===== config.mk =====
export PLATFORM = sky130hd
export DESIGN_NAME = freq_meter
export DESIGN_NICKNAME = d
export VERILOG_FILES = /design/src/rtl/freq_meter_pkg.sv /design/src/rtl/rise_detect.sv /design/src/rtl/freq_meter.sv
export SDC_FILE = /design/constraint.sdc
export NUM_CORES = 1
export LEC_CHECK = 0
export ABC_AREA = 1
export BUFFER_PORTS_ARGS = -buffer_cell sky130_fd_sc_hd__buf_2
export CORE_ASPECT_RATIO = 1.4
export CORE_UTILIZATION = 40
export DETAILED_ROUTE_END_ITERATION = 10
export SYNTH_ARGS = -nofsm -noshare
export SYNTH_HDL_FRONTEND = slang
export SYNTH_HIERARCHICAL = 1
export SYNTH_SLANG_ARGS = --single-unit

===== constraint.sdc =====
create_clock -name clk_i -period 3.4 [get_ports clk_i]
set_clock_uncertainty 0.15 [all_clocks]
set_input_delay 0.34 -clock clk_i [delete_from_list [all_inputs] [get_ports clk_i]]
set_output_delay 0.34 -clock clk_i [all_outputs]
set_load 0.03 [all_outputs]

===== src/rtl/freq_meter_pkg.sv =====
// freq_meter_pkg
// Shared types and helpers for the frequency meter.
//   fm_state_t : measurement FSM state (IDLE, MEASURE)
//   win_last() : terminal value of the gate-window counter for a given
//                code width (window length is 2^(sel_width+1) cycles)
package freq_meter_pkg;

  typedef enum logic {
    IDLE    = 1'b0,
    MEASURE = 1'b1
  } fm_state_t;

  // All-ones value of a (sel_width+1)-bit window counter.
  function automatic int unsigned win_last(input int unsigned sel_width);
    return (32'd1 << (sel_width + 32'd1)) - 32'd1;
  endfunction

endpackage


===== src/rtl/rise_detect.sv =====
// rise_detect
// Rising-edge detector for a single-bit signal, with an optional
// two-flop input synchronizer.
// Build option: FREQ_METER_SYNC_EN adds the synchronizer so that an
// asynchronous sig_i is accepted (two extra cycles of latency).
// Ports:
//   clk_i  : clock, rising edge
//   rst_n  : asynchronous active-low reset
//   sig_i  : signal to watch
//   rise_o : high for the cycle in which a 0->1 transition is seen
module rise_detect (
  input  logic clk_i,
  input  logic rst_n,
  input  logic sig_i,
  output logic rise_o
);

  logic w_sig;
  logic r_sig_q;

`ifdef FREQ_METER_SYNC_EN
  logic [1:0] r_sync;

  always_ff @(posedge clk_i or negedge rst_n) begin
    if (!rst_n) begin
      r_sync <= 2'b00;
    end else begin
      r_sync <= {r_sync[0], sig_i};
    end
  end

  assign w_sig = r_sync[1];
`else
  assign w_sig = sig_i;
`endif

  // History flop runs in every state so the first window cycle already
  // has a valid previous sample.
  always_ff @(posedge clk_i or negedge rst_n) begin
    if (!rst_n) begin
      r_sig_q <= 1'b0;
    end else begin
      r_sig_q <= w_sig;
    end
  end

  assign rise_o = w_sig & ~r_sig_q;

endmodule


===== src/rtl/freq_meter.sv =====
// freq_meter
// Counts rising edges of sig_i over a gate window of 2^(SEL_WIDTH+1)
// clock cycles and reports edges-1, i.e. the selection code of the
// phase-accumulator clock generator that produced the signal.
// Build option: FREQ_METER_SYNC_EN (see rise_detect) synchronizes sig_i.
// Ports:
//   clk_i    : clock, rising edge
//   rst_n    : asynchronous active-low reset
//   sig_i    : signal under measurement
//   start_i  : start a measurement (honoured in IDLE only)
//   cont_i   : continuous mode, sampled on the last window cycle
//   abort_i  : cancel the measurement in progress, no result
//   meas_o   : measured code (edges-1), held until the next result
//   zero_o   : last window saw no rising edge
//   valid_o  : one-cycle pulse with each new result
//   busy_o   : measurement in progress
module freq_meter
  import freq_meter_pkg::*;
#(
  parameter int SEL_WIDTH = 8
) (
  input  logic                 clk_i,
  input  logic                 rst_n,
  input  logic                 sig_i,
  input  logic                 start_i,
  input  logic                 cont_i,
  input  logic                 abort_i,
  output logic [SEL_WIDTH-1:0] meas_o,
  output logic                 zero_o,
  output logic                 valid_o,
  output logic                 busy_o
);

  localparam int unsigned        WIN_LAST_I = win_last(SEL_WIDTH);
  localparam logic [SEL_WIDTH:0] WIN_LAST   = WIN_LAST_I[SEL_WIDTH:0];
  localparam logic [SEL_WIDTH:0] ONE_W      = {{SEL_WIDTH{1'b0}}, 1'b1};
  localparam logic [SEL_WIDTH-1:0] ONE_M    = {{(SEL_WIDTH-1){1'b0}}, 1'b1};

  fm_state_t            r_state;
  fm_state_t            w_state_next;
  logic [SEL_WIDTH:0]   r_win;
  logic [SEL_WIDTH:0]   r_edges;
  logic [SEL_WIDTH:0]   w_total;
  logic                 w_rise;
  logic                 w_last;
  logic                 w_clr;
  logic                 w_load;

  rise_detect u_rise_detect (
    .clk_i  (clk_i),
    .rst_n  (rst_n),
    .sig_i  (sig_i),
    .rise_o (w_rise)
  );

  assign w_last  = (r_win == WIN_LAST);
  // Includes the rise seen on the current cycle, so the last window cycle
  // contributes to the result it loads.
  assign w_total = r_edges + {{SEL_WIDTH{1'b0}}, w_rise};

  always_ff @(posedge clk_i or negedge rst_n) begin
    if (!rst_n) begin
      r_state <= IDLE;
    end else begin
      r_state <= w_state_next;
    end
  end

  always_comb begin
    w_state_next = r_state;
    w_clr        = 1'b0;
    w_load       = 1'b0;
    case (r_state)
      IDLE: begin
        if (start_i) begin
          w_state_next = MEASURE;
          w_clr        = 1'b1;
        end
      end
      MEASURE: begin
        // Abort wins over a coinciding window end.
        if (abort_i) begin
          w_state_next = IDLE;
        end else if (w_last) begin
          w_load       = 1'b1;
          w_clr        = 1'b1;
          w_state_next = cont_i ? MEASURE : IDLE;
        end
      end
      default: w_state_next = IDLE;
    endcase
  end

  always_ff @(posedge clk_i or negedge rst_n) begin
    if (!rst_n) begin
      r_win   <= '0;
      r_edges <= '0;
    end else if (w_clr) begin
      r_win   <= '0;
      r_edges <= '0;
    end else if (r_state == MEASURE) begin
      r_win   <= r_win + ONE_W;
      r_edges <= w_total;
    end
  end

  // For c = 2^SEL_WIDTH the low bits are zero and the subtraction wraps to
  // all-ones, which is exactly c-1 truncated.
  always_ff @(posedge clk_i or negedge rst_n) begin
    if (!rst_n) begin
      meas_o  <= '0;
      zero_o  <= 1'b0;
      valid_o <= 1'b0;
    end else begin
      valid_o <= w_load;
      if (w_load) begin
        if (w_total == '0) begin
          meas_o <= '0;
          zero_o <= 1'b1;
        end else begin
          meas_o <= w_total[SEL_WIDTH-1:0] - ONE_M;
          zero_o <= 1'b0;
        end
      end
    end
  end

  assign busy_o = (r_state == MEASURE);

endmodule


## Word level (Yosys, flattened, before mapping)

Cells that the tools add are included.

- Register bits: 30
- Output and inout bits: 11

- Add/sub/neg operators: 3
- Eq/ne operators: 1
- Mux-type cells: 15
- Bitwise logic cells: 3
- Reduce and logical (&&, ||, !) cells: 2

Operators by type and width:

| cell | count |
|---|---|
| two-way mux 9 bit | 4 |
| adder 9 x 1 -> 9 bit | 1 |
| adder 9 x 1 -> 9 bit, second input constant | 1 |
| == test 9 bit, second input constant | 1 |
| logical NOT 9 bit | 1 |
| two-way mux 1 bit | 8 |
| two-way mux 8 bit | 1 |
| subtractor 8 x 1 -> 8 bit, second input constant | 1 |
| one-hot mux 1 bit (2 select lines) | 2 |
| inverter 1 bit | 2 |
| nonzero test 2 bit | 1 |
| bitwise AND 1 bit | 1 |

## Depth between registers and ports, before layout

- Depth after elaboration: 5
- Depth in mapped cells: 14
- Depth with buffers taken out: 14

## Cells and area by module

The synthesis kept the hierarchy.

By module, submodules not included:

| module | times used | cells each | area an instance (µm²) |
|---|---|---|---|
| freq_meter | 1 | 207 | 1652.8 |
| rise_detect | 1 | 3 | 35.0 |

## Worst setup path before layout

No wires, ideal clock.

- Kind: reg-to-reg
- From: register r_win[0]
- To: register meas_o[1]
- Data arrival time: 1.871 ns
- Required time: 3.126 ns
- Setup slack: 1.255 ns
- Cell stages (with the launch flop): 13
- Buffers on the path: 0
- Period minus slack after synthesis: 2.145 ns
- Cell sequence: dfrtp_1 -> ha_1 -> nand3_1 -> nor2_1 -> nand2_1 -> nor3_1 -> ha_1 -> nand2_1 -> nor2_2 -> inv_1 -> nand2_1 -> inv_1 -> o21bai_1

- Longest elaborated chain between the ends: 4

Ends and longest elaborated chain:

| element | RTL line | text |
|---|---|---|
| start, declared | freq_meter.sv:41 | `logic [SEL_WIDTH:0] r_win;` |
| start signal, assigned | freq_meter.sv:102 | `r_win <= r_win + ONE_W;` |
| == test 9 bit | freq_meter.sv:56 | `assign w_last = (r_win == WIN_LAST);` |
| two-way mux 1 bit | freq_meter.sv:84 | `end else if (w_last) begin` |
| two-way mux 1 bit | freq_meter.sv:82 | `if (abort_i) begin` |
| two-way mux 1 bit | freq_meter.sv:73 | `case (r_state)` |
| net w_load | freq_meter.sv:47 | `logic w_load;` |
| end signal, assigned | freq_meter.sv:121 | `meas_o <= w_total[SEL_WIDTH-1:0] - ONE_M;` |
| end, declared | freq_meter.sv:28 | `output logic [SEL_WIDTH-1:0] meas_o,` |

The timed path passes the listed nets, and every way through them passes these cells.
A chain may end at the register's enable or synchronous reset.

## Final worst setup path

Ends and elaborated chain as after synthesis.

==> flow_metrics.py <==
metrics = {
    "run_status": {
        "status": "finished, final reports clean",
    },
    "pwr": {
        "clkPwrFrac": 0.309,
        "p_comb_frac": 0.256,
        "p_sw_frac": 0.330,
        "intPower_mw": 0.643,
        "pwr-share-seq": 0.435,
        "p_switching_mw": 0.316,
        "powerDensity_nw_per_um2": 503,
        "p_leak_nw": 1.05,
        "vdd.ir_drop.worst_mv": 0.313,
    },
    "synthesis": {
        "syn_area_um2": 1690,
        "ys_seq_elements": 30,
        "ys_types": 26,
        "ys_seq_area_frac": 0.445,
        "syn_avg_cell_area_um2": 8.04,
        "synth_warnings": 6,
        "synth_nets": 221,
        "syn-instance-count": 210,
    },
    "die": {
        "rows": 27,
        "io_pins": 17,
        "die_x_um": 56.9,
        "die_h_um": 78.9,
        "initial_utilization": 0.423,
        "core_um2": 3990,
        "fp.dieArea_um2": 4490,
    },
    "global_route": {
        "track_usage": 0.170,
        "antenna_found_initial": 0,
        "gr-total-overflow": 0,
        "grt_pass1_wl_mm": 5.89,
        "grt_max_degree": 31,
        "first_global_vias": 1375,
    },
    "layout": {
        "diodes": 0,
        "fillCellCount": 387,
        "area_delta_synth_final_pct": 13.0,
        "nNetsFinal": 242,
        "fin_util": 0.479,
        "layout-drive-gt1-share": 0.172,
    },
    "detailed_routing": {
        "remaining_drc_errors": 0,
        "drtIter0Drc": 76,
        "drt_wl_total_mm": 3.32,
        "first_pass_iters": 4,
        "wire_per_inst_um": 12.1,
        "viasPerCell": 4.92,
        "num_vias": 1353,
        "final_antenna_net_count": 0,
    },
    "setup_path": {
        "setup.worst_path.start_class": "register",
        "crit_buf_inv": 2,
        "r2r_slack_ns": 0.98,
        "cp-end-kind": "register",
        "critPathTopFamily": "simple AND/OR/NAND/NOR gates",
        "worstSetupPathType": "register to register",
        "critPathMostFrequentCell": "nand2_1",
        "cp.required_ns": 3.42,
        "crit_fanout": 10,
        "path_cells": "ha_1 > nand3_1 > nor2_1 > nand2_1 > nor3_1 > ha_1 > nand2_1 > nor2_2 > inv_1 > nand2_1 > inv_1 > o21bai_1",
        "arrival_ns": 2.44,
        "cpMaxStageDelayCell": "dfrtp_1",
        "cpPeakStageDelay_ns": 0.38,
    },
    "clocking": {
        "clk_latency_ns": 0.28,
        "cts-root-buf": "clkbuf_8",
        "cts_tree": "built",
        "clk_path_buf_depth": 2,
        "clk_pin_slew_worst_paths_ns": 0.06,
        "cts_buffers": 5,
        "post_cts_buffers": 0,
        "holdBufCountCts": 1,
        "clock_sinks": 30,
        "cts_resized": 0,
        "htree_levels": 2,
    },
    "timing": {
        "min_period_ns": 2.42,
        "hold_slack_ns": 0.0278,
        "fin_setup_tns_ns": 0,
        "setup_violations": 0,
        "max_freq_mhz": 413,
        "slew_headroom": 0.545,
        "rsz0062_at_grt": "false",
        "worst_slew_pin_slew_ns": 0.683,
        "fin_crit_sh": 0.712,
        "drv_slew": 0,
        "final-hold-violation-count": 0,
    },
    "placed_design": {
        "gp_congestion": 0.754,
        "port-buffer-count": 16,
        "dpl.hpwl_mm": 2.45,
    },
    "flow_run": {
        "drv_cap": 0,
    },
    "worst_hold_path": {
        "hold_class": "input pin to register",
    },
}
## cells by family after synthesis
group                      count (synthesis)  synth area share
and+or+nand+nor                          110             0.319
adders and majority gates                  5            0.0371
xor gates and xnor gates                   4            0.0208
AOI/OAI and AO/OA                         29             0.103
buffers and inverters                     32            0.0756
DFF                                       30             0.445
## cell type report
class,count,area [µm²],share of cell area
sequential,30,751,0.393
multi-input combinational,148,810,0.424
inverter,28,105,0.0551
clock inverter,1,5.00,0.00262
tap,43,53.8,0.0282
clock buffer,7,86.3,0.0452
timing repair buffer,18,97.6,0.0511
## registers in the layout, indices dropped and copies added, names as in the netlist
name and cells:
meas_o 8, r_win 9, zero_o 1, u_rise_detect/r_sig_q 1, valid_o 1, busy_o 1, r_edges 9
## power by group through the flow
stage | Clock (mW) | Combinational [mW] | Sequential (mW)
after floorplan | 0 | 0.212 | 0.414
after CTS | 0.311 | 0.250 | 0.417
after global routing | 0.319 | 0.290 | 0.420
final | 0.297 | 0.245 | 0.417
after detailed placement | 0 | 0.249 | 0.423
after global placement | 0 | 0.246 | 0.423
## synthesized netlist by cell type
cell type | instances | area share
dfrtp_1 | 30 | 0.44
nand3_4 | 2 | 0.021
o21ai_0 | 10 | 0.030
nand3_1 | 21 | 0.062
clkbuf_1 | 3 | 0.0067
nor2_4 | 1 | 0.0067
a22o_1 | 2 | 0.010
a21oi_1 | 5 | 0.015
o21ai_2 | 1 | 0.0052
nand4_1 | 2 | 0.0074
nor2_1 | 11 | 0.024
inv_1 | 27 | 0.060
ha_1 | 5 | 0.037
xor2_1 | 3 | 0.016
nand2_2 | 3 | 0.011
nor2_8 | 1 | 0.012
xnor2_1 | 1 | 0.0052
nand2_4 | 3 | 0.020
o22ai_1 | 8 | 0.030
buf_6 | 1 | 0.0067
inv_2 | 1 | 0.0022
nor3_1 | 2 | 0.0059
nand2_1 | 60 | 0.13
o21bai_1 | 2 | 0.0089
nor2_2 | 4 | 0.015
o21a_1 | 1 | 0.0044
## layer usage
metal | vias to the layer above | track usage | wire (µm)
met1 | 615 | 0.186 | 1450
met3 | 6 | 0.0391 | 83
li1 | 719 | - | -
met2 | 13 | 0.315 | 1730
met4 | 0 | 0.0585 | 54
met5 | - | 0 | 0
## placed cells by master, fill, tap and decap left out
cell type      Yosys  routed
nand2_4            3       3
inv_1             27      27
a22o_1             2       2
xnor2_1            1       1
nor3_1             2       2
nor2_4             1       1
o22ai_1            8       8
nand3_4            2       2
a21oi_1            5       5
o21bai_1           2       2
nand2_1           60      60
dlygate4sd3_1      0       1
ha_1               5       5
nand3_1           21      21
clkbuf_1           3       1
buf_4              0       1
xor2_1             3       3
nor2_1            11      11
clkbuf_8           0       6
o21a_1             1       1
nor2_8             1       1
buf_2              0      16
clkinv_2           0       1
nand2_2            3       3
inv_2              1       1
nor2_2             4       4
dfrtp_1           30      30
o21ai_0           10      10
o21ai_2            1       1
nand4_1            2       2
## path summary, 6_finish.rpt
path	from	to	depth (start not counted)
max reg2reg	r_win[0]	meas_o[1]	12
min in group asynchronous	rst_n	r_edges[7]	2
min	sig_i	u_rise_detect/r_sig_q	1
max	r_win[0]	meas_o[1]	12
max in group asynchronous	rst_n	r_win[0]	2
min reg2reg	meas_o[4]	meas_o[4]	2
## per-stage QoR
step	std cells	setup WS [ns]	instance area (µm²)	total power [mW]
3_5_place_dp	266	0.985	1810	0.671
3_3_place_gp	266	1.01	1810	0.669
6_report	275	0.979	1910	0.959
4_1_cts	275	0.970	1910	0.978
5_1_grt	275	0.732	1910	1.03
2_1_floorplan	210	1.25	1690	0.626
(Power assumes the default switching activity.)
